[config.mk]
export PLATFORM = sky130hd
export DESIGN_NAME = mod_counter_prescaled
export DESIGN_NICKNAME = d
export VERILOG_FILES = /design/src/rtl/counter_pkg.sv /design/src/rtl/tick_gen.sv /design/src/rtl/mod_counter_prescaled.sv
export SDC_FILE = /design/constraint.sdc
export NUM_CORES = 1
export LEC_CHECK = 0
export CAP_MARGIN = 20
export CELL_PAD_IN_SITES_DETAIL_PLACEMENT = 1
export CELL_PAD_IN_SITES_GLOBAL_PLACEMENT = 2
export CORE_ASPECT_RATIO = 1.5
export CORE_MARGIN = 8
export CORE_UTILIZATION = 35
export CTS_BUF_LIST = sky130_fd_sc_hd__clkbuf_16
export DETAILED_ROUTE_END_ITERATION = 8
export PLACE_DENSITY_LB_ADDON = 0.1
export SLEW_MARGIN = 20
export SYNTH_ARGS = -nofsm -noshare
export SYNTH_HDL_FRONTEND = slang
export SYNTH_HIERARCHICAL = 1
export SYNTH_SLANG_ARGS = --single-unit
[constraint.sdc]
create_clock -name clk -period 5.8 [get_ports clk]
set_clock_uncertainty 0.05 [all_clocks]
set_input_delay 1.16 -clock clk [delete_from_list [all_inputs] [get_ports clk]]
set_output_delay 1.16 -clock clk [all_outputs]
set_load 0.01 [all_outputs]
[src/rtl/counter_pkg.sv]
// Shared definitions for the prescaled modulo counter.
//   DIR_UP / DIR_DOWN : encodings of the up_dn direction input
//   clog2()           : ceiling log2, for deriving register widths from ranges
package counter_pkg;

  localparam logic DIR_UP   = 1'b1;
  localparam logic DIR_DOWN = 1'b0;

  function automatic int unsigned clog2(input int unsigned value);
    int unsigned result;
    int unsigned v;
    result = 0;
    v      = (value > 0) ? value - 1 : 0;
    while (v > 0) begin
      result = result + 1;
      v      = v >> 1;
    end
    return result;
  endfunction

endpackage

[src/rtl/tick_gen.sv]
// Prescaler: counts enabled cycles and flags the cycle on which the counter steps.
//   clk     : system clock, rising edge
//   clear_n : asynchronous active-low reset
//   en      : enable; 0 freezes the prescaler
//   restart : restart the period from zero (sync clear or load in the parent)
//   step    : combinational, high when the current enabled cycle ends a period
module tick_gen #(
  parameter int unsigned DIV_WIDTH    = 27,
  parameter int unsigned DIV_TERMINAL = 134217727
) (
  input  logic clk,
  input  logic clear_n,
  input  logic en,
  input  logic restart,
  output logic step
);

  localparam logic [DIV_WIDTH-1:0] DivTerm = DIV_WIDTH'(DIV_TERMINAL);

  logic [DIV_WIDTH-1:0] div_cnt_q, div_cnt_d;
  logic                 at_term;

  assign at_term = (div_cnt_q == DivTerm);
  assign step    = en & at_term;

  always_comb begin
    div_cnt_d = div_cnt_q;
    if (restart) begin
      div_cnt_d = '0;
    end else if (en) begin
      div_cnt_d = at_term ? '0 : div_cnt_q + 1'b1;
    end
  end

  always_ff @(posedge clk or negedge clear_n) begin
    if (!clear_n) begin
      div_cnt_q <= '0;
    end else begin
      div_cnt_q <= div_cnt_d;
    end
  end

endmodule

[src/rtl/mod_counter_prescaled.sv]
// Up/down modulo counter stepped by a configurable prescaler.
//   clk      : system clock, rising edge
//   clear_n  : asynchronous active-low reset
//   en       : count enable; 0 freezes prescaler and counter
//   up_dn    : direction, 1 = up, 0 = down (sampled at step edges)
//   sync_clr : synchronous clear, highest priority
//   load     : synchronous parallel load, saturated to MODULUS-1
//   load_val : value to load
//   count    : registered count, 0..MODULUS-1
//   tick     : registered pulse in each cycle the counter stepped
//   wrap     : registered pulse in the cycle the counter wrapped
//   tc       : combinational terminal count for the current direction
module mod_counter_prescaled
  import counter_pkg::*;
#(
  parameter int unsigned WIDTH        = 4,
  parameter int unsigned MODULUS      = 16,
  parameter int unsigned DIV_WIDTH    = 27,
  parameter int unsigned DIV_TERMINAL = 134217727
) (
  input  logic             clk,
  input  logic             clear_n,
  input  logic             en,
  input  logic             up_dn,
  input  logic             sync_clr,
  input  logic             load,
  input  logic [WIDTH-1:0] load_val,
  output logic [WIDTH-1:0] count,
  output logic             tick,
  output logic             wrap,
  output logic             tc
);

  // One extra bit so MODULUS == 2**WIDTH still compares correctly.
  localparam logic [WIDTH:0]   ModWide = (WIDTH + 1)'(MODULUS);
  localparam logic [WIDTH-1:0] MaxCnt  = WIDTH'(MODULUS - 1);

  logic [WIDTH-1:0] count_q, count_d;
  logic             tick_q, tick_d;
  logic             wrap_q, wrap_d;
  logic             step;
  logic             at_max;
  logic             at_zero;

  tick_gen #(
    .DIV_WIDTH   (DIV_WIDTH),
    .DIV_TERMINAL(DIV_TERMINAL)
  ) u_tick_gen (
    .clk    (clk),
    .clear_n(clear_n),
    .en     (en),
    .restart(sync_clr | load),
    .step   (step)
  );

  assign at_max  = (count_q == MaxCnt);
  assign at_zero = (count_q == '0);

  always_comb begin
    count_d = count_q;
    tick_d  = 1'b0;
    wrap_d  = 1'b0;
    if (sync_clr) begin
      count_d = '0;
    end else if (load) begin
      count_d = ({1'b0, load_val} < ModWide) ? load_val : MaxCnt;
    end else if (step) begin
      tick_d = 1'b1;
      if (up_dn == DIR_UP) begin
        if (at_max) begin
          count_d = '0;
          wrap_d  = 1'b1;
        end else begin
          count_d = count_q + 1'b1;
        end
      end else begin
        if (at_zero) begin
          count_d = MaxCnt;
          wrap_d  = 1'b1;
        end else begin
          count_d = count_q - 1'b1;
        end
      end
    end
  end

  always_ff @(posedge clk or negedge clear_n) begin
    if (!clear_n) begin
      count_q <= '0;
      tick_q  <= 1'b0;
      wrap_q  <= 1'b0;
    end else begin
      count_q <= count_d;
      tick_q  <= tick_d;
      wrap_q  <= wrap_d;
    end
  end

  assign count = count_q;
  assign tick  = tick_q;
  assign wrap  = wrap_q;
  assign tc    = ((up_dn == DIR_UP) & at_max) | ((up_dn == DIR_DOWN) & at_zero);

endmodule

== Yosys cells after proc, flatten, opt, wreduce, memory -nomap -nowiden ==
Cells that the tools add are included.

* Output and inout bits: 7
* Flip-flop bits (word level): 33
* Logic and storage cells: 36
* Input bits: 10

* Bitwise gates (word level): 6
* Reduce and logical (&&, ||, !) cells: 3
* Equality and inequality tests: 2
* $add $sub $neg: 3
* Multiplexer cells: 18

{| class="wikitable"
|+ Operators by type and width
! cell !! count
|-
| $mux 27 || 3
|-
| $add 27x1->27 const B || 1
|-
| $eq 27x27->1 const B || 1
|-
| $mux 4 || 6
|-
| $mux 1 || 9
|-
| $add 4x1->4 const B || 1
|-
| $eq 4x4->1 const B || 1
|-
| $logic_not 4->1 || 1
|-
| $sub 4x1->4 const B || 1
|-
| $and 1x1->1 || 3
|-
| $reduce_bool 3->1 || 1
|-
| $or 1x1->1 || 2
|-
| $reduce_bool 2->1 || 1
|-
| $not 1->1 || 1
|}

== Logic depth before layout (Yosys ltp) ==
* Word-level depth: 6
* Depth in mapped cells: 10

== Cells and area by module ==
The synthesis kept the hierarchy.

{| class="wikitable"
|+ Modules (own cells, without submodules)
! module !! cells each !! area an instance (µm²) !! instances
|-
| tick_gen || 161 || 1581.5 || 1
|-
| mod_counter_prescaled || 51 || 437.9 || 1
|}

== Least setup slack after synthesis ==
No wires, ideal clock.

* Kind: input-to-output
* Start: input port up_dn
* End: output port tc
* Path slack: 2859 ps
* Arrival time: 1731 ps
* Required time: 4590 ps
* Cell stages on the path: 2
* Cell sequence: clkbuf_1 o31ai_1

* Cells in the longest elaborated chain, start to end: 3

{| class="wikitable"
|+ RTL lines
! what !! RTL line !! text
|-
| start: declaration || mod_counter_prescaled.sv:24 || <nowiki>input logic up_dn,</nowiki>
|-
| $not 1->1 || mod_counter_prescaled.sv:102 || <nowiki>assign tc = ((up_dn == DIR_UP) & at_max) | ((up_dn == DIR_DOWN) & at_zero);</nowiki>
|-
| $and 1x1->1 || mod_counter_prescaled.sv:102 ||
|-
| $or 1x1->1 * || mod_counter_prescaled.sv:102 ||
|-
| end: declaration || mod_counter_prescaled.sv:31 || <nowiki>output logic tc</nowiki>
|}

Mark *: on every way between the ends. The rest lies on a longest branch, timed or not.

== Final worst setup path ==
Ends and elaborated chain as after synthesis.

==> flow_summary.toml <==
[floorplan]
core_mm2 = 0.00570
die_x_um = 78.0
io_pins = 17
dieHeight_um = 109
rows = 34
initial_core_util = 0.354
fp.dieArea_mm2 = 0.00851

[final_layout]
seqCellArea_um2 = 826
multi_input_area_mm2 = 0.00108
area_growth_syn_to_layout_pct = 16.4
n_fill_cell = 679
layout-drive-gt1-share = 0.123
fin_area_mm2 = 0.00235
layoutNonFillerInstCount = 299
nNetsFinal = 240
final_cell_mix = "dfrtp_1, nor2_1, a21oi_1"
final_common_cell = "dfrtp_1"
diodes = 0

[timing]
finalCritPeriodShare = 0.663
grt_setup_unrepaired = "no"
min_period_ns = 3.85
finalHoldViolations = 0
tightest_slew_ns = 0.564
tns_ns = 0
setup_slack_ns = 1.95
setup_viol = 0
timing.fmax_mhz = 260
maxSlewHeadroom = 0.622
drv_slew = 0

[synthesis]
syn_area_mm2 = 0.00202
syn_area_per_cell_um2 = 9.53
synth_seq_area_share = 0.409
syn_nets = 226
yosysWarnings = 6
synth_flop_cell = "dfrtp_1"
ys_types = 51
synthCells = 212
synth_edf_count = 0
synth-async-reset-ratio = 1.00
synth-seq-cells = 33

[placement]
pre_cts_slack_ns = 1.94
hpwl_um = 3950
dpl.cell_count = 291
io_buffers = 16
place_area_mm2 = 0.00221
place_congestion = 0.763

[power]
ir_drop_v = 0.000106
power_uw = 533
p_leak_nw = 0.923
cellPowerDensity_mw_per_mm2 = 227

[global_routing]
grt_pass1_wl_um = 9240
grt_pass1_vias = 1877
grt_usage = 0.136
grt_overflow = 0
antenna_found_initial = 0
grt_max_degree = 34

[job]
drv_cap = 0

[clocking]
cts_setup_buffers = 0
cts_tree = "done"
clockBufferDepth = 2
postCtsHoldBufs = 0
cts_buffers = 5
clockRootBuffer = "clkbuf_16"
cts.clk_slew.worst_paths_ns = 0.05
worstSkewPairLatency_ns = 0.27
cts.sinks = 33
htreeDepth = 2
cts_resized = 0

[critical_path]
required_ns = 4.59
reg2reg_from = "u_tick_gen/div_cnt_q[9]$_DFFE_PN0P_"
worst_path_largest_cell_delay_ns = 0.64
crit_fanout = 8
cp_slowest_cell = "clkdlybuf4s50_1"
cp_cell_sequence = "clkdlybuf4s50_1 > nand4_1 > o31ai_1 > clkdlybuf4s50_1"
worst_ep_arrival_time_ns = 2.64
worstSetupPathType = "input port to primary output"
cp-startpoint = "up_dn"
timing.rr.end = "count[2]$_DFFE_PN0P_"
critical_path.startpoint_type = "input port"
cp-end-kind = "primary output"
reg2reg_slack_ns = 3.33
crit_top_cell = "clkdlybuf4s50_1"
reg2reg_depth = 8
critPathCapture = "tc"

[detailed_routing]
first_iter_violations = 44
vias = 1675
dr.pass1.iters = 5
vias_per_cell = 5.60
wl_um = 5350
avgRoutedWirePerCell_um = 17.9
ant_nets = 0
drc = 0

[hold_path]
hold_class = "register to register"
hp-start = "u_tick_gen/div_cnt_q[15]$_DFFE_PN0P_"

[run_status]
outcome = "finished clean"
-- power breakdown --
| part | internal (mW) | switching, mW |
|---|---|---|
| Combinational | 0.0177 | 0.0225 |
| Sequential | 0.232 | 0.00329 |
| Clock | 0.157 | 0.100 |
| Total | 0.407 | 0.126 |
-- worst min path at each step --
stage	to	slack (ns)	cells past startpoint
after detailed placement	u_tick_gen/div_cnt_q[1]$_DFFE_PN0P_	0.49	1
final	u_tick_gen/div_cnt_q[15]$_DFFE_PN0P_	0.50	2
after CTS	u_tick_gen/div_cnt_q[1]$_DFFE_PN0P_	0.51	1
after global placement	u_tick_gen/div_cnt_q[12]$_DFFE_PN0P_	0.47	2
after floorplan	u_tick_gen/div_cnt_q[12]$_DFFE_PN0P_	0.45	2
after global routing	u_tick_gen/div_cnt_q[18]$_DFFE_PN0P_	0.54	2
-- sequential cells by signal, indices dropped and copies added, names as in the netlist --
signal and cells:
wrap 1, count 4, tick 1, u_tick_gen/div_cnt_q 27
-- per-stage QoR --
| stage | util | hold WS, ns |
|---|---|---|
| after floorplan | - | 0.447 |
| after global placement | 0.387 | 0.466 |
| after detailed placement | 0.387 | 0.493 |
| after CTS | 0.412 | 0.506 |
| after global routing | 0.412 | 0.542 |
| final | 0.412 | 0.501 |
-- area by class of cell --
type	count	area share
clock buffers	5	0.0532
clock inverters	3	0.00745
inverters	9	0.0144
multi-input cells	159	0.461
flip-flops and latches	33	0.351
well taps	72	0.0383
repair buffers	18	0.0745
-- worst max-delay path: cells and delay by family --
| kind | cells | cell delay, ns |
|---|---|---|
| AO/OA/AOI/OAI | 1 | 0.10 |
| buffers and inverters | 2 | 1.23 |
| AND/OR/NAND/NOR | 1 | 0.14 |
-- kinds of logic (layout without fill, tap and decap cells) --
kind of cell / after synthesis / after routing / share of synthesized area
simple gates: 90 / 90 / 0.265
compound gates: 49 / 49 / 0.175
flops: 33 / 33 / 0.409
buf+inv: 20 / 35 / 0.0551
xor+xnor: 14 / 14 / 0.0607
fa+ha+maj: 4 / 4 / 0.0248
mux: 2 / 2 / 0.0105
-- cell usage after synthesis, types with 4 or more instances --
cell type | n | area (µm²)
nand2_1 | 17 | 63.8
nand3_1 | 6 | 30.0
dfrtp_1 | 33 | 826
and3_1 | 6 | 37.5
or3_1 | 5 | 31.3
nor2_1 | 19 | 71.3
xor2_1 | 14 | 123
or4_1 | 6 | 45.0
a21oi_1 | 18 | 90.1
o21ai_0 | 7 | 35.0
ha_1 | 4 | 50.1
buf_2 | 4 | 20.0
inv_1 | 8 | 30.0
o31ai_1 | 10 | 75.1
nand4_1 | 6 | 37.5
-- layer usage --
metal,GRT usage,vias up,wire (µm)
li1,-,808,-
met1,0.137,845,2070
met2,0.267,18,3080
met3,0.0289,4,140
met4,0.0439,0,55
met5,0,-,0
Note: power is estimated with default switching activity, not from simulation.
